`config.mk`:
```
export PLATFORM = sky130hd
export DESIGN_NAME = i2s_dac_tx
export DESIGN_NICKNAME = d
export VERILOG_FILES = /design/src/rtl/i2s_pkg.sv /design/src/rtl/i2s_bclk_gen.sv /design/src/rtl/i2s_dac_tx.sv
export SDC_FILE = /design/constraint.sdc
export NUM_CORES = 1
export LEC_CHECK = 0
export ABC_AREA = 1
export BUFFER_PORTS_ARGS = -buffer_cell sky130_fd_sc_hd__buf_4
export CORE_UTILIZATION = 38
export CTS_CLUSTER_DIAMETER = 30
export DETAILED_ROUTE_END_ITERATION = 6
export HOLD_SLACK_MARGIN = 0.15
export MAX_ROUTING_LAYER = met4
export SYNTH_ARGS = -nofsm -noshare
export SYNTH_HDL_FRONTEND = slang
export SYNTH_HIERARCHICAL = 1
export SYNTH_SLANG_ARGS = --single-unit
```
`constraint.sdc`:
```
create_clock -name ck -period 2.8 [get_ports ck]
set_input_delay 0.28 -clock ck [delete_from_list [all_inputs] [get_ports ck]]
set_output_delay 0.28 -clock ck [all_outputs]
set_load 0.03 [all_outputs]
```
`src/rtl/i2s_pkg.sv`:
```
// Shared types and defaults for the I2S DAC transmitter.
// Holds FSM state encoding, sample type and slot-position helper.
package i2s_pkg;

   localparam int DEF_CLK_DIV   = 8;
   localparam int DEF_WORD_BITS = 24;
   localparam int DEF_SLOT_BITS = 32;

   typedef enum logic [1:0] {
      IDLE  = 2'd0,
      LEFT  = 2'd1,
      RIGHT = 2'd2
   } i2s_state_t;

   typedef logic signed [DEF_WORD_BITS-1:0] sample_t;

   // Data bit index for frame bit k: one BCLK behind the slot
   // position, so slot position 0 carries the previous slot's tail.
   function automatic int data_idx(input int k, input int slot);
      int s;
      s = (k >= slot) ? k - slot : k;
      return (s == 0) ? slot - 1 : s - 1;
   endfunction

endpackage

```
`src/rtl/i2s_bclk_gen.sv`:
```
// BCLK divider: toggles bclk every CLK_DIV ck while run=1.
// Ports: ck_i, rst_i, run_i (0 holds bclk low) -> bclk_o, fall_o.
module i2s_bclk_gen #(
   parameter int CLK_DIV = 8
) (
   input  logic ck_i,
   input  logic rst_i,
   input  logic run_i,
   output logic bclk_o,
   output logic fall_o
);

   localparam int DW = (CLK_DIV > 1) ? $clog2(CLK_DIV) : 1;

   logic [DW-1:0] div_q, div_d;
   logic          bclk_q, bclk_d;
   logic          tc;

   assign tc = (div_q == DW'(CLK_DIV - 1));

   always_comb begin
      div_d  = div_q;
      bclk_d = bclk_q;
      if (!run_i) begin
         div_d  = '0;
         bclk_d = 1'b0;
      end else if (tc) begin
         div_d  = '0;
         bclk_d = ~bclk_q;
      end else begin
         div_d = div_q + 1'b1;
      end
   end

   always_ff @(posedge ck_i) begin
      if (rst_i) begin
         div_q  <= '0;
         bclk_q <= 1'b0;
      end else begin
         div_q  <= div_d;
         bclk_q <= bclk_d;
      end
   end

   // Combinational so the top updates lrck/dacdat on the same
   // posedge that drives bclk low.
   assign fall_o = run_i & tc & bclk_q;
   assign bclk_o = bclk_q;

endmodule

```
`src/rtl/i2s_dac_tx.sv`:
```
// I2S master transmitter: mono sample sent on both channels, Philips format.
// Ports: ck, rst, en, sample/sample_ready in; bclk, lrck, dacdat, busy, underrun, overrun out.
module i2s_dac_tx
   import i2s_pkg::*;
#(
   parameter int CLK_DIV   = DEF_CLK_DIV,
   parameter int WORD_BITS = DEF_WORD_BITS,
   parameter int SLOT_BITS = DEF_SLOT_BITS
) (
   input  logic                        ck,
   input  logic                        rst,
   input  logic                        en,
   input  logic signed [WORD_BITS-1:0] sample,
   input  logic                        sample_ready,
   output logic                        bclk,
   output logic                        lrck,
   output logic                        dacdat,
   output logic                        busy,
   output logic                        underrun,
   output logic                        overrun
);

   localparam int BW = $clog2(2 * SLOT_BITS);
   localparam int IW = (WORD_BITS > 1) ? $clog2(WORD_BITS) : 1;

   i2s_state_t           state_q, state_d;
   logic [BW-1:0]        bit_cnt_q, bit_cnt_d;
   logic [WORD_BITS-1:0] hold_q, hold_d;
   logic [WORD_BITS-1:0] last_q, last_d;
   logic [WORD_BITS-1:0] shreg_q, shreg_d;
   logic                 hold_vld_q, hold_vld_d;
   logic                 lrck_q, lrck_d;
   logic                 dat_q, dat_d;
   logic                 unr_q, unr_d;
   logic                 ovr_q, ovr_d;
   logic                 run, load, fall;
   logic                 slot_end, frame_end;
   int                   d;

   i2s_bclk_gen #(
      .CLK_DIV(CLK_DIV)
   ) u_bclk (
      .ck_i  (ck),
      .rst_i (rst),
      .run_i (run),
      .bclk_o(bclk),
      .fall_o(fall)
   );

   assign slot_end  = fall && (bit_cnt_q == BW'(SLOT_BITS - 1));
   assign frame_end = fall && (bit_cnt_q == BW'(2 * SLOT_BITS - 1));

   // State register
   always_ff @(posedge ck) begin
      if (rst) state_q <= IDLE;
      else     state_q <= state_d;
   end

   // Next state
   always_comb begin
      state_d = state_q;
      unique case (state_q)
         IDLE:    if (en) state_d = LEFT;
         LEFT:    if (slot_end) state_d = RIGHT;
         RIGHT:   if (frame_end) state_d = en ? LEFT : IDLE;
         default: state_d = IDLE;
      endcase
   end

   // FSM outputs
   always_comb begin
      busy = (state_q != IDLE);
      run  = busy;
      load = (state_d == LEFT) && (state_q != LEFT);
   end

   // Bit counter and serial outputs, updated only on BCLK falls
   always_comb begin
      bit_cnt_d = bit_cnt_q;
      lrck_d    = lrck_q;
      dat_d     = dat_q;
      d         = 0;
      if (state_q == IDLE) begin
         bit_cnt_d = '0;
         lrck_d    = 1'b1;
         dat_d     = 1'b0;
      end else if (fall) begin
         bit_cnt_d = frame_end ? '0 : bit_cnt_q + 1'b1;
         lrck_d    = (int'(bit_cnt_q) >= SLOT_BITS);
         d         = data_idx(int'(bit_cnt_q), SLOT_BITS);
         if (d < WORD_BITS) dat_d = shreg_q[IW'(WORD_BITS - 1 - d)];
         else               dat_d = 1'b0;
      end
   end

   // Holding register, frame load and flags.
   // A load and a capture in the same cycle: load sees the old hold.
   always_comb begin
      hold_d     = hold_q;
      hold_vld_d = hold_vld_q;
      last_d     = last_q;
      shreg_d    = shreg_q;
      unr_d      = 1'b0;
      ovr_d      = 1'b0;
      if (load) begin
         if (hold_vld_q) begin
            shreg_d    = hold_q;
            last_d     = hold_q;
            hold_vld_d = 1'b0;
         end else begin
            shreg_d = last_q;
            unr_d   = 1'b1;
         end
      end
      if (sample_ready) begin
         hold_d     = sample;
         hold_vld_d = 1'b1;
         ovr_d      = hold_vld_q & ~load;
      end
   end

   always_ff @(posedge ck) begin
      if (rst) begin
         bit_cnt_q  <= '0;
         hold_q     <= '0;
         hold_vld_q <= 1'b0;
         last_q     <= '0;
         shreg_q    <= '0;
         lrck_q     <= 1'b1;
         dat_q      <= 1'b0;
         unr_q      <= 1'b0;
         ovr_q      <= 1'b0;
      end else begin
         bit_cnt_q  <= bit_cnt_d;
         hold_q     <= hold_d;
         hold_vld_q <= hold_vld_d;
         last_q     <= last_d;
         shreg_q    <= shreg_d;
         lrck_q     <= lrck_d;
         dat_q      <= dat_d;
         unr_q      <= unr_d;
         ovr_q      <= ovr_d;
      end
   end

   assign lrck     = lrck_q;
   assign dacdat   = dat_q;
   assign underrun = unr_q;
   assign overrun  = ovr_q;

endmodule

```
# Word-level counts from Yosys, hierarchy flattened
# Index checks and enable logic that the tools add are counted.
[op_classes] n_addsub=5 order_cmp=3 n_eq_ne=7 muxes=16 n_bitwise=7 reduce_logical=13
[ops] operator="2-to-1 mux 32 bit" count=2
[ops] operator="logical NOT 32 bit" count=1
[ops] operator="less-than comparator 32 x 6 -> 1 bit (second input constant)" count=1
[ops] operator="subtractor 32 x 2 -> 32 bit (second input constant)" count=1
[ops] operator="2-to-1 mux 24 bit" count=1
[ops] operator="OR reduction 2 bit" count=4
[ops] operator="less-than comparator 5 x 7 -> 1 bit (second input constant)" count=1
[ops] operator="2-to-1 mux 1 bit" count=7
[ops] operator="subtractor 6 x 6 -> 7 bit (second input constant)" count=1
[ops] operator="adder 6 x 1 -> 6 bit (second input constant)" count=1
[ops] operator="== test 6 x 5 -> 1 bit (second input constant)" count=1
[ops] operator="== test 6 bit (second input constant)" count=1
[ops] operator=">= comparator 6 bit (second input constant)" count=1
[ops] operator="2-to-1 mux 2 bit" count=3
[ops] operator="2-to-1 mux 6 bit" count=1
[ops] operator="one-hot mux 2 bit (3 select lines)" count=1
[ops] operator="binary-select mux 1 bit (select 5 bit)" count=1
[ops] operator="subtractor 5 bit (first input constant)" count=1
[ops] operator="== test 2 x 1 -> 1 bit (second input constant)" count=2
[ops] operator="inverter 1 bit" count=4
[ops] operator="nonzero test 2 bit" count=2
[ops] operator="adder 3 x 1 -> 3 bit (second input constant)" count=1
[ops] operator="AND 1 bit" count=3
[ops] operator="== test 3 bit (second input constant)" count=1
[ops] operator="other kinds (6)" count=8
[totals] ff_bits=65 inputBits=28 out_inout_bits=6 word_cells=62

# Depth between registers and ports, before layout
# Gate-level depths: netlist (run 1).
[logic_depth] depth_word=10 mapped_depth=16 ltp_nobuf=14

# Hierarchy
# The synthesis (run 1) kept the hierarchy.
[by_module_without_submodules] mod="i2s_dac_tx" n_inst=1 cells_per_inst=381 area_per_inst_um2=2797.7 seq_area_each_um2=1221.2
[by_module_without_submodules] mod="i2s_bclk_gen" n_inst=1 cells_per_inst=22 area_per_inst_um2=173.9 seq_area_each_um2=80.1

# Least setup slack after synthesis (run 1)
# No wires, ideal clock.
[synth_timing] path_kind="reg-to-reg" from="register bit_cnt_q[0]" to="register dat_q, in the netlist dacdat" setup_time_ns=0.064 arrival_time_ns=2.040 required_time_ns=2.736 slack_ns=0.696 stages_incl_launch_ff=16 n_path_buf=2 synth_period_minus_slack_ns=2.104 cell_sequence="dfxtp_1 clkbuf_2 inv_1 ha_1 nand3_4 buf_4 ha_1 inv_1 nand2_1 nor3_1 nand4_1 a21oi_1 nand2_1 nor2_1 nor2_1 nor2_1"
[synth_between] elab_chain_len=9 elab_cells_between_ends=12 classes_between="3 x add/sub; 2 x order compare; 6 x mux; 1 x reduce/logical"
[synth_lines] item="start: declaration" line_no="i2s_dac_tx.sv:27" text="logic [BW-1:0] bit_cnt_q, bit_cnt_d;"
[synth_lines] item="start signal: assignment" line_no="i2s_dac_tx.sv:134" text="bit_cnt_q <= bit_cnt_d;"
[synth_lines] item="subtractor 6 x 6 -> 7 bit / >= comparator 6 bit (equally long branches)" line_no="i2s_pkg.sv:21" text="s = (k >= slot) ? k - slot : k;"
[synth_lines] item="2-to-1 mux 32 bit (*)" line_no="i2s_pkg.sv:21"
[synth_lines] item="subtractor 32 x 2 -> 32 bit / logical NOT 32 bit (equally long branches)" line_no="i2s_pkg.sv:22" text="return (s == 0) ? slot - 1 : s - 1;"
[synth_lines] item="2-to-1 mux 32 bit (*)" line_no="i2s_pkg.sv:22"
[synth_lines] item="subtractor 5 bit" line_no="i2s_dac_tx.sv:91" text="if (d < WORD_BITS) dat_d = shreg_q[IW'(WORD_BITS - 1 - d)];"
[synth_lines] item="binary-select mux 1 bit (select 5 bit)" line_no="i2s_dac_tx.sv:91"
[synth_lines] item="2-to-1 mux 1 bit (implied by the code) (2 in a row)" line_no="i2s_dac_tx.sv:91"
[synth_lines] item="2-to-1 mux 1 bit (*)" line_no="i2s_dac_tx.sv:91"
[synth_lines] item="end signal: assignment" line_no="i2s_dac_tx.sv:140" text="dat_q <= dat_d;"
[synth_lines] item="end: declaration" line_no="i2s_dac_tx.sv:33" text="logic dat_q, dat_d;"
# Mark *: on every way between the ends. The rest lies on a longest branch, timed or not. The select of a mux whose other input is x is not followed.
# A chain may end at the register's enable or synchronous reset.

# Worst setup path after layout (run 1)
[layout_timing] from="register u_bclk.div_q[0]" to="register shreg_q[12]"
[layout_between] elab_chain_len=9 elab_cells_between_ends=11 classes_between="2 x eq/ne; 3 x mux; 2 x bitwise; 4 x reduce/logical"
[layout_lines] item="start: declaration" line_no="i2s_bclk_gen.sv:15" text="logic [DW-1:0] div_q, div_d;"
[layout_lines] item="start signal: assignment" line_no="i2s_bclk_gen.sv:40" text="div_q <= div_d;"
[layout_lines] item="== test 3 bit (*)" line_no="i2s_bclk_gen.sv:19" text="assign tc = (div_q == DW'(CLK_DIV - 1));"
[layout_lines] item="AND 1 bit (*) (2 in a row)" line_no="i2s_bclk_gen.sv:47" text="assign fall_o = run_i & tc & bclk_q;"
[layout_lines] item="named net fall" line_no="i2s_dac_tx.sv:36" text="logic run, load, fall;"
[layout_lines] item="logical AND 1 bit, on equally long branches" line_no="i2s_dac_tx.sv:51, i2s_dac_tx.sv:50"
[layout_lines] item="2-to-1 mux 2 bit, on equally long branches" line_no="i2s_dac_tx.sv:65, i2s_dac_tx.sv:64"
[layout_lines] item="one-hot mux 2 bit (3 select lines) (*)" line_no="i2s_dac_tx.sv:62" text="unique case (state_q)"
[layout_lines] item="== test 2 x 1 -> 1 bit (*)" line_no="i2s_dac_tx.sv:74" text="load = (state_d == LEFT) && (state_q != LEFT);"
[layout_lines] item="logical AND 1 bit (*)" line_no="i2s_dac_tx.sv:74"
[layout_lines] item="AND reduction 2 bit (no line) (*)"
[layout_lines] item="end signal: assignment" line_no="i2s_dac_tx.sv:138" text="shreg_q <= shreg_d;"
[layout_lines] item="end: declaration" line_no="i2s_dac_tx.sv:30" text="logic [WORD_BITS-1:0] shreg_q, shreg_d;"
# The timed path passes the listed nets; every way through them passes the cells marked *.

==> results of run 1 <==
[flip-flops by register name, summed over array words and instances, names as in the netlist]
name           count
u_bclk/div_q       3
dacdat             1
u_bclk/bclk_o      1
hold_vld_q         1
lrck               1
bit_cnt_q          6
overrun            1
shreg_q           24
state_q            2
underrun           1
hold_q            24
[power breakdown]
| group | switching, mW | leakage, nW | internal (mW) | total (mW) |
|---|---|---|---|---|
| Combinational | 0.0827 | 0.772 | 0.0552 | 0.138 |
| Clock | 0.336 | 0.0974 | 0.434 | 0.769 |
| Sequential | 0.0137 | 0.530 | 0.954 | 0.967 |
| Total | 0.432 | 1.40 | 1.44 | 1.87 |
[final cells by class]
type	instances	area, um^2	area share [%]
clock buffers	13	149	4.31
clock inverters	3	40.0	1.16
inverters	26	97.6	2.82
multi-input cells	295	1480	42.7
flip-flops and latches	65	1300	37.6
well taps	99	124	3.58
repair buffers	36	270	7.81
[worst register-to-register path, cell delays in order, from the launching register on]
cell	delay (ps)
sky130_fd_sc_hd__dfxtp_1	330
sky130_fd_sc_hd__ha_1	150
sky130_fd_sc_hd__ha_1	170
sky130_fd_sc_hd__nand2_1	80
sky130_fd_sc_hd__nor2_1	90
sky130_fd_sc_hd__buf_4	150
sky130_fd_sc_hd__nand2_1	90
sky130_fd_sc_hd__inv_2	100
sky130_fd_sc_hd__a21oi_4	80
sky130_fd_sc_hd__nor2_8	280
sky130_fd_sc_hd__nand2_2	340
sky130_fd_sc_hd__nand2_1	150
sky130_fd_sc_hd__a21oi_1	70
[stage by stage]
stage / cell area, um^2 / setup slack (ps) / instances
final: 3460 / 594 / 537
after global routing: 3460 / 308 / 537
after CTS: 3460 / 558 / 537
after detailed placement: 3270 / 588 / 521
after global placement: 3270 / 611 / 521
after floorplan: 3000 / 696 / 410
[metal layers]
| layer | routed length [um] | global-route usage (%) | up-vias |
|---|---|---|---|
| li1 | - | - | 1378 |
| met1 | 2840 | 20.4 | 1176 |
| met2 | 2780 | 28.1 | 30 |
| met3 | 145 | 3.03 | 13 |
| met4 | 129 | 7.66 | 0 |
| met5 | 0 | - | - |
[how the worst max path moves through the flow]
stage	slack, ps	endpoint	start
final	590	shreg_q[12]$_SDFFE_PP0P_	u_bclk/div_q[0]$_SDFF_PP0_
after CTS	560	shreg_q[5]$_SDFFE_PP0P_	u_bclk/div_q[0]$_SDFF_PP0_
after global routing	310	shreg_q[18]$_SDFFE_PP0P_	u_bclk/div_q[0]$_SDFF_PP0_
after floorplan	700	dacdat$_SDFFE_PP0P_	bit_cnt_q[0]$_SDFFE_PP0P_
after global placement	610	shreg_q[13]$_SDFFE_PP0P_	u_bclk/div_q[0]$_SDFF_PP0_
after detailed placement	590	shreg_q[12]$_SDFFE_PP0P_	u_bclk/div_q[0]$_SDFF_PP0_
[synth_stat cells]
cell                       instances  area share, %
sky130_fd_sc_hd__buf_4             1           0.25
sky130_fd_sc_hd__clkinv_1          1           0.13
sky130_fd_sc_hd__clkbuf_2          2           0.34
sky130_fd_sc_hd__nand3_1          58            9.8
sky130_fd_sc_hd__o211ai_1          1           0.25
sky130_fd_sc_hd__xor2_1            3           0.88
sky130_fd_sc_hd__nor2_1           16            2.0
sky130_fd_sc_hd__o31ai_1           1           0.25
sky130_fd_sc_hd__nand3_2           1           0.34
sky130_fd_sc_hd__nor2_4            1           0.38
sky130_fd_sc_hd__nand2_2           2           0.42
sky130_fd_sc_hd__nor2_8            1           0.67
sky130_fd_sc_hd__inv_1            22            2.8
sky130_fd_sc_hd__nor2_2            1           0.21
sky130_fd_sc_hd__nor4_1            2           0.42
sky130_fd_sc_hd__dfxtp_1          65             44
sky130_fd_sc_hd__buf_1             2           0.25
sky130_fd_sc_hd__nor3_1            5           0.84
sky130_fd_sc_hd__nand4_1           6            1.3
sky130_fd_sc_hd__a21oi_4           1           0.55
sky130_fd_sc_hd__buf_2             3           0.51
sky130_fd_sc_hd__ha_1             12            5.1
sky130_fd_sc_hd__a21oi_1          56            9.4
sky130_fd_sc_hd__clkbuf_1         13            1.6
sky130_fd_sc_hd__nand3_4           1           0.59
sky130_fd_sc_hd__xnor2_1           1           0.29
sky130_fd_sc_hd__conb_1            1           0.13
sky130_fd_sc_hd__buf_6             3            1.1
sky130_fd_sc_hd__nand2_1         115             15
sky130_fd_sc_hd__o21ai_0           3           0.51
sky130_fd_sc_hd__inv_2             3           0.38
[logic make-up after synthesis]
kind of cell	count (synthesis)	share of synthesized area [%]
fa+ha+maj	12	5.05
compound gates	62	11.0
simple gates	209	31.5
xor+xnor	4	1.18
flops	65	43.8
other cells	1	0.126
buf+inv	50	7.41
==> impl_results.rst, run 1 <==
.. list-table::
   :header-rows: 1

   * - Metric
     - Value
   * - N_diodes
     - 0
   * - Worst reg-to-reg path cell count
     - 12
   * - Launching element type of the critical path
     - flop
   * - Run status
     - complete, no violations
   * - Capture instance of the worst register-to-register path
     - shreg_q[12]$_SDFFE_PP0P_
   * - Setup Buffers After CTS
     - 0
   * - Core occupancy in the finished layout
     - 46.7%
   * - Critical Path, Cell by Cell
     - ha_1 -> ha_1 -> nand2_1 -> nor2_1 -> buf_4 -> nand2_1 -> inv_2 -> a21oi_4 -> nor2_8 -> nand2_2 -> nand2_1 -> a21oi_1
   * - Placed wire-length estimate
     - 4.22 mm
   * - Largest delay contributor family on the critical path
     - simple AND/OR/NAND/NOR gates
   * - Critical path endpoint category
     - flop
   * - Final Net Count
     - around 470
   * - Register bit count reported by yosys
     - 65
   * - Port-buffer cells
     - 33
   * - IO Pins
     - 34
   * - Vias in the first global route
     - 2627
   * - Most frequent cells in the layout
     - sky130_fd_sc_hd__nand2_1 (115), sky130_fd_sc_hd__dfxtp_1 (65), sky130_fd_sc_hd__nand3_1 (58)
   * - Die height
     - 90.4 um
   * - Warnings, synthesis
     - 6
   * - Total Wirelength
     - 5.89 mm
   * - Fraction of layout instances using a drive strength above 1
     - between 10% and 20%
   * - Filler cell count in the final layout
     - 785
   * - Post-detailed-route DRC marker count
     - 0
   * - Critical path fanouts, max
     - 26
   * - Total GRT Usage
     - 17.1%
   * - Worst hold path cell count
     - 3
   * - Starting DRT DRC Count
     - 119
   * - Post-layout minimum cycle time
     - 2210 ps
   * - Hold Crit Start
     - sample[0]
   * - Required time reported for the critical path endpoint
     - about 3000 ps
   * - Worst path depth
     - 12
   * - Bufs and invs on worst path
     - 2
   * - Hold path endpoint
     - hold_q[0]$_SDFFE_PP0P_
   * - Distinct cells, synth
     - 31
   * - Slowest stage delay, CP
     - 330 ps
   * - Area of the core
     - 7410 um^2
   * - Number of nets still failing antenna checks after routing
     - 0
   * - Power density cells
     - 542 nW/um^2
   * - Hold WC Path Type
     - in -> reg
   * - Avg Vias per Cell
     - 4.84
   * - Chip width
     - 90.4 um
   * - Fmax
     - around 0.45 GHz
   * - Setup-violating endpoint count in the final report
     - 0
   * - Unrepaired setup endpoints after global routing
     - false
   * - First-pass GRT wire length
     - about 11 mm
   * - Worst hold slack
     - between 150 and 200 ps
   * - Pin count of the biggest net entering global routing
     - 56
   * - Startpoint-to-endpoint class of the critical path
     - reg -> reg
   * - Initial DRT Pass Iterations
     - 4
   * - Cts bufs inserted
     - 9
   * - Post-route fraction of the period consumed by the critical path
     - 78.8%
   * - Via count of the routed design
     - 2597
   * - Number of clock sinks seen by CTS
     - 65
   * - Area added between synthesis and finish
     - 16.4%
   * - Antenna violations before repair
     - 0
   * - Leading cell type in the layout, fill and taps excluded
     - sky130_fd_sc_hd__nand2_1
   * - Setup skew after layout
     - between 4 and 5 ps
   * - Mean instance size in the synthesized netlist
     - 7.37 um^2
   * - Total overflow reported by the global router
     - 0
   * - Setup slack, reg-to-reg
     - 590 ps
   * - Total Negative Setup Slacks
     - 0 ps
   * - Total design power
     - 1.87 mW
   * - Worst flop-to-flop path startpoint
     - u_bclk/div_q[0]$_SDFF_PP0_
   * - Cells after Synth
     - 403
   * - Number of hold buffers added after CTS
     - 0
   * - Number of resized instances in the post-cts repair step
     - 0
   * - Critical-path top delay cell
     - sky130_fd_sc_hd__dfxtp_1
   * - Cell occurring most often along the worst timing path
     - sky130_fd_sc_hd__nand2_1
   * - Placer's final routability congestion estimate
     - 0.872
   * - Actual slew at the worst max-slew pin
     - 669 ps
   * - Max H-tree Level
     - 3
   * - Critical path data arrival time
     - about 2400 ps
   * - Mean routed wirelength per cell
     - between 10 and 15 um
   * - Clock transition at the register clock pins on the worst setup and hold paths after CTS
     - approximately 70 ps
   * - Full die area
     - about 8200 um^2
   * - Max-slew violation total from the final report
     - 0
   * - Max-capacitance violation count
     - 0
   * - Standard-cell rows
     - 31
   * - Clock tree root buffer cell
     - sky130_fd_sc_hd__clkbuf_8
   * - Post-synthesis instance area
     - 2970 um^2
   * - Leakage power total
     - 1.40 nW
   * - Starting density of the core
     - about two fifths
   * - VDD IR-drop max
     - about 0.34 mV
   * - Final Hold Viols
     - 0
   * - Maximum root-to-sink buffer count
     - 2
   * - TritonCTS clock tree
     - done
   * - Clock network latency to the later pin of the worst-skew pair
     - 340 ps
   * - Tightest slew margin relative to the limit
     - 55.1%
   * - Part of the Yosys area used for sequential elements
     - 43.8%
(Power assumes the default switching activity.)
==> run 2: changes to the inputs <==
- ABC_AREA: 1 -> 0
- clock period: 2.8 -> 2.1 ns (I/O delays scaled with it)
==> run 2 against run 1 <==
Synthesized cell count down 26%. Global-route usage down 0.58 points. Fmax is 3.3% higher. Critical endpoint is now dacdat$_SDFFE_PP0P_. The flow now finishes with violations (setup timing). Total power increased by 33%.
==> impl_results.rst, run 2 <==
.. list-table::
   :header-rows: 1

   * - Metric
     - Value
   * - Area share of the leading cell type in the synthesized netlist
     - 43.7% (was 43.8%)
   * - Most frequent cells in the layout
     - sky130_fd_sc_hd__nor2_1 (61), sky130_fd_sc_hd__dfxtp_1 (61), sky130_fd_sc_hd__mux2i_1 (51) (was sky130_fd_sc_hd__nand2_1 (115), sky130_fd_sc_hd__dfxtp_1 (65), sky130_fd_sc_hd__nand3_1 (58))
   * - Cells after Synth
     - 300 (was 403)
   * - Main area contributors after synthesis
     - sky130_fd_sc_hd__dfxtp_1 (44%), sky130_fd_sc_hd__mux2i_1 (18%), sky130_fd_sc_hd__nor2_1 (7.7%) (was sky130_fd_sc_hd__dfxtp_1 (44%), sky130_fd_sc_hd__nand2_1 (15%), sky130_fd_sc_hd__nand3_1 (9.8%))
   * - Library cell with the highest instance count after synthesis
     - sky130_fd_sc_hd__dfxtp_1 (was sky130_fd_sc_hd__nand2_1)
   * - Total Negative Setup Slacks
     - -36.1 ps (was 0 ps)
   * - Required time reported for the critical path endpoint
     - 2390 ps (was 3000 ps)
   * - Starting DRT DRC Count
     - 62 (was 119)
   * - Proportion of synthesized flip-flops having asynchronous set or reset
     - 0% (unchanged)
   * - Actual slew at the worst max-slew pin
     - 543 ps (was 669 ps)
   * - Avg Vias per Cell
     - 4.75 (was 4.84)
   * - Standard-cell rows
     - 31 (unchanged)
   * - Initial DRT Pass Iterations
     - 4 (unchanged)
   * - Total design power
     - 2.50 mW (was 1.87 mW)
   * - Final Net Count
     - 418 (was 473)
   * - Post-detailed-route DRC marker count
     - 0 (unchanged)
   * - Area of the core
     - 7410 um^2 (unchanged)
   * - Net Sw Power
     - 0.631 mW (was 0.432 mW)
   * - Mean instance size in the synthesized netlist
     - 9.92 um^2 (was 7.37 um^2)
   * - Largest area contributor in the synthesized netlist
     - sky130_fd_sc_hd__dfxtp_1 (unchanged)
   * - Vias in the first global route
     - 2327 (was 2627)
   * - Total GRT Usage
     - 16.5% (was 17.1%)
   * - Starting density of the core
     - 40.2% (was 40.1%)
   * - Mean routed wirelength per cell
     - 12.5 um (was 11.0 um)
   * - Clock transition at the register clock pins on the worst setup and hold paths after CTS
     - 70 ps (about the same)
   * - Violations in the final reports
     - setup timing
   * - Final Instance Count excl. Fillers
     - 482 (was 537)
   * - Max H-tree Level
     - 3 (unchanged)
   * - Worst reg-to-reg path cell count
     - 9 (was 12)
   * - Tightest slew margin relative to the limit
     - 63.8% (was 55.1%)
   * - Post-layout minimum cycle time
     - 2140 ps (was 2210 ps)
   * - Capture instance of the worst register-to-register path
     - dacdat$_SDFFE_PP0P_ (was shreg_q[12]$_SDFFE_PP0P_)
   * - Relative contribution of sequential cells to total power
     - 51.9% (was 51.6%)
   * - Maximum root-to-sink buffer count
     - 2 (unchanged)
   * - Via count of the routed design
     - 2291 (was 2597)
   * - Post-synthesis instance area
     - 2980 um^2 (was 2970 um^2)
   * - N_diodes
     - 0 (unchanged)
   * - Clock power share
     - 38.6% (was 41.0%)
   * - Filler cell count in the final layout
     - 656 (was 785)
   * - Chip width
     - 90.5 um (was 90.4 um)
   * - Antenna violations before repair
     - 0 (unchanged)
   * - Clock network latency to the later pin of the worst-skew pair
     - 340 ps (about the same)
   * - Share of power burned in combinational logic
     - 9.4% (was 7.4%)
   * - Fraction of layout instances using a drive strength above 1
     - 26.4% (was 13.7%)
   * - Startpoint-to-endpoint class of the critical path
     - reg -> reg (unchanged)
   * - Cell area after placement
     - 3490 um^2 (was 3270 um^2)
   * - Unrepaired setup endpoints after global routing
     - true (was false)
   * - Warnings, synthesis
     - 6 (unchanged)
   * - Cts bufs inserted
     - 9 (unchanged)
   * - Post-route fraction of the period consumed by the critical path
     - 102% (was 78.8%)
   * - TritonCTS clock tree
     - done (unchanged)
   * - Area added between synthesis and finish
     - 34.0% (was 16.4%)
   * - Switching share of power
     - 25.2% (was 23.1%)
   * - Total Wirelength
     - 6.03 mm (was 5.89 mm)
   * - Internal power of the cells
     - 1.87 mW (was 1.44 mW)
   * - Max-capacitance violation count
     - 0 (unchanged)
   * - Clock tree root buffer cell
     - sky130_fd_sc_hd__clkbuf_8 (unchanged)
   * - Launching element type of the critical path
     - flop (unchanged)
   * - Part of the Yosys area used for sequential elements
     - 43.7% (was 43.8%)
   * - Placed wire-length estimate
     - 4.03 mm (was 4.22 mm)
   * - Hold WC Path Type
     - in -> reg (unchanged)
   * - Largest registers ranked by flip-flop count
     - hold_q: 24 flops, shreg_q: 24 flops, bit_cnt_q: 6 flops (unchanged)
   * - Worst flop-to-flop path startpoint
     - bit_cnt_q[0]$_SDFFE_PP0P_ (was u_bclk/div_q[0]$_SDFF_PP0_)
   * - Startpoint of the most critical setup path
     - bit_cnt_q[0]$_SDFFE_PP0P_ (was u_bclk/div_q[0]$_SDFF_PP0_)
   * - Port-buffer cells
     - 33 (unchanged)
   * - Register bit count reported by yosys
     - 65 (unchanged)
   * - Number of cells in the design after placement
     - 440 (was 521)
   * - IO Pins
     - 34 (unchanged)
   * - Max-slew violation total from the final report
     - 0 (unchanged)
   * - Total overflow reported by the global router
     - 0 (unchanged)
   * - Placer's final routability congestion estimate
     - 0.826 (was 0.872)
   * - Worst Slack Setup Final
     - -36.1 ps (was 594 ps)
   * - VDD IR-drop max
     - 0.486 mV (was 0.337 mV)
   * - Setup skew after layout
     - 8.11 ps (was 4.23 ps)
   * - Power density cells
     - 626 nW/um^2 (was 542 nW/um^2)
   * - Setup slack, reg-to-reg
     - -40 ps (was 590 ps)
   * - Worst hold path cell count
     - 4 (was 3)
   * - Fmax
     - 0.468 GHz (was 0.453 GHz)
   * - Count of flip-flops with a built-in enable after synthesis
     - 0 (unchanged)
   * - Critical path fanouts, max
     - 4 (was 26)
   * - Destination of the critical timing path
     - dacdat$_SDFFE_PP0P_ (was shreg_q[12]$_SDFFE_PP0P_)
   * - Top cell types by occurrence after synthesis
     - sky130_fd_sc_hd__dfxtp_1 (65), sky130_fd_sc_hd__nor2_1 (61), sky130_fd_sc_hd__mux2i_1 (53) (was sky130_fd_sc_hd__nand2_1 (115), sky130_fd_sc_hd__dfxtp_1 (65), sky130_fd_sc_hd__nand3_1 (58))
   * - Number of nets still failing antenna checks after routing
     - 0 (unchanged)
   * - First-pass GRT wire length
     - 10.6 mm (was 11.2 mm)
   * - Flip-flop cell with the highest count after synthesis
     - sky130_fd_sc_hd__dfxtp_1 (unchanged)
   * - Final cell area excluding filler cells
     - 3990 um^2 (was 3460 um^2)
   * - Die height
     - 90.5 um (was 90.4 um)
   * - Critical path endpoint category
     - flop (unchanged)
   * - Pin count of the biggest net entering global routing
     - 54 (was 56)
   * - Leakage power total
     - 1.87 nW (was 1.40 nW)
   * - Run status
     - finished with violations (was complete, no violations)
   * - Critical path data arrival time
     - 2420 ps (was 2400 ps)
   * - Setup-violating endpoint count in the final report
     - 1 (was 0)
   * - Distinct cells, synth
     - 50 (was 31)
   * - Full die area
     - 8190 um^2 (was 8180 um^2)
   * - Final Hold Viols
     - 0 (unchanged)
   * - Number of clock sinks seen by CTS
     - 65 (unchanged)
-- run 2: cell type report --
| class | instances | area [um^2] | area share [%] |
|---|---|---|---|
| clock buffer | 10 | 138 | 3.45 |
| clock inverter | 6 | 42.5 | 1.07 |
| inverter | 5 | 18.8 | 0.470 |
| multi-input combinational | 220 | 1700 | 42.7 |
| sequential | 65 | 1310 | 32.7 |
| tap | 99 | 124 | 3.10 |
| timing repair buffer | 77 | 657 | 16.5 |
-- run 2: what timing repair did --
item                                    4_1_cts  5_1_grt
hold buffers                                 25        0
endpoints found under the setup margin        1        3
endpoints found under the hold margin        27        0
cloned                                        0        0
setup buffers                                 1        0
resized for setup                             5       11
pin swaps                                     5        5
-- run 2: cells by family (layout without fill, tap and decap cells) --
kind of cell | Yosys count | after routing | synth area share (%)
DFF | 65 | 65 | 43.7
and+or+nand+nor | 113 | 113 | 18.5
adders and majority gates | 12 | 12 | 5.04
xor gates and xnor gates | 7 | 7 | 2.06
other | 1 | 8 | 0.126
muxes | 58 | 58 | 21.2
AOI/OAI and AO/OA | 22 | 22 | 5.89
buffers and inverters | 22 | 98 | 3.40
-- run 2: worst max-delay path: stages (launching register included) --
cell and delay, ps:
sky130_fd_sc_hd__dfxtp_2 330, sky130_fd_sc_hd__inv_2 70, sky130_fd_sc_hd__ha_4 130, sky130_fd_sc_hd__or4b_4 520
sky130_fd_sc_hd__nand2_4 110, sky130_fd_sc_hd__buf_4 130, sky130_fd_sc_hd__mux2i_1 300, sky130_fd_sc_hd__o32ai_4 140
sky130_fd_sc_hd__a2111oi_4 190, sky130_fd_sc_hd__a31o_1 170
-- run 2: through the flow --
stage | utilization (%) | hold WS, ps | setup WS (ps)
after floorplan | - | 280 | -95.6
after global placement | 47.1 | 422 | -25.4
after detailed placement | 47.1 | 425 | -93.8
after CTS | 53.3 | 306 | -61.6
after global routing | 53.9 | 346 | -146
final | 53.9 | 328 | -36.1
-- run 2: worst min path at each step --
stage / endpoint / slack [ps] / start
detailed placement: u_bclk/bclk_o$_SDFFE_PP0N_ / 420 / rst
finish: underrun$_SDFF_PP0_ / 330 / en
global placement: u_bclk/div_q[0]$_SDFF_PP0_ / 420 / u_bclk/div_q[0]$_SDFF_PP0_
floorplan: u_bclk/bclk_o$_SDFFE_PP0N_ / 280 / rst
CTS: underrun$_SDFF_PP0_ / 310 / en
global route: underrun$_SDFF_PP0_ / 350 / en
-- run 2: routing by layer --
| metal | up-vias | GRT usage (%) | part of all wire (%) |
|---|---|---|---|
| li1 | 1195 | - | - |
| met1 | 1053 | 20.5 | 50 |
| met2 | 33 | 25.6 | 46 |
| met3 | 10 | 3.96 | 3.0 |
| met4 | 0 | 6.72 | 1.6 |
| met5 | - | - | 0 |
-- run 2: power by group through the flow --
stage                     sequential (mW)  clock [mW]  combinational (mW)
final                                1.30       0.965               0.236
after CTS                            1.30       0.997               0.232
after global placement               1.32           0               0.190
after global routing                 1.30        1.06               0.260
after detailed placement             1.33           0               0.193
after floorplan                      1.32           0               0.128
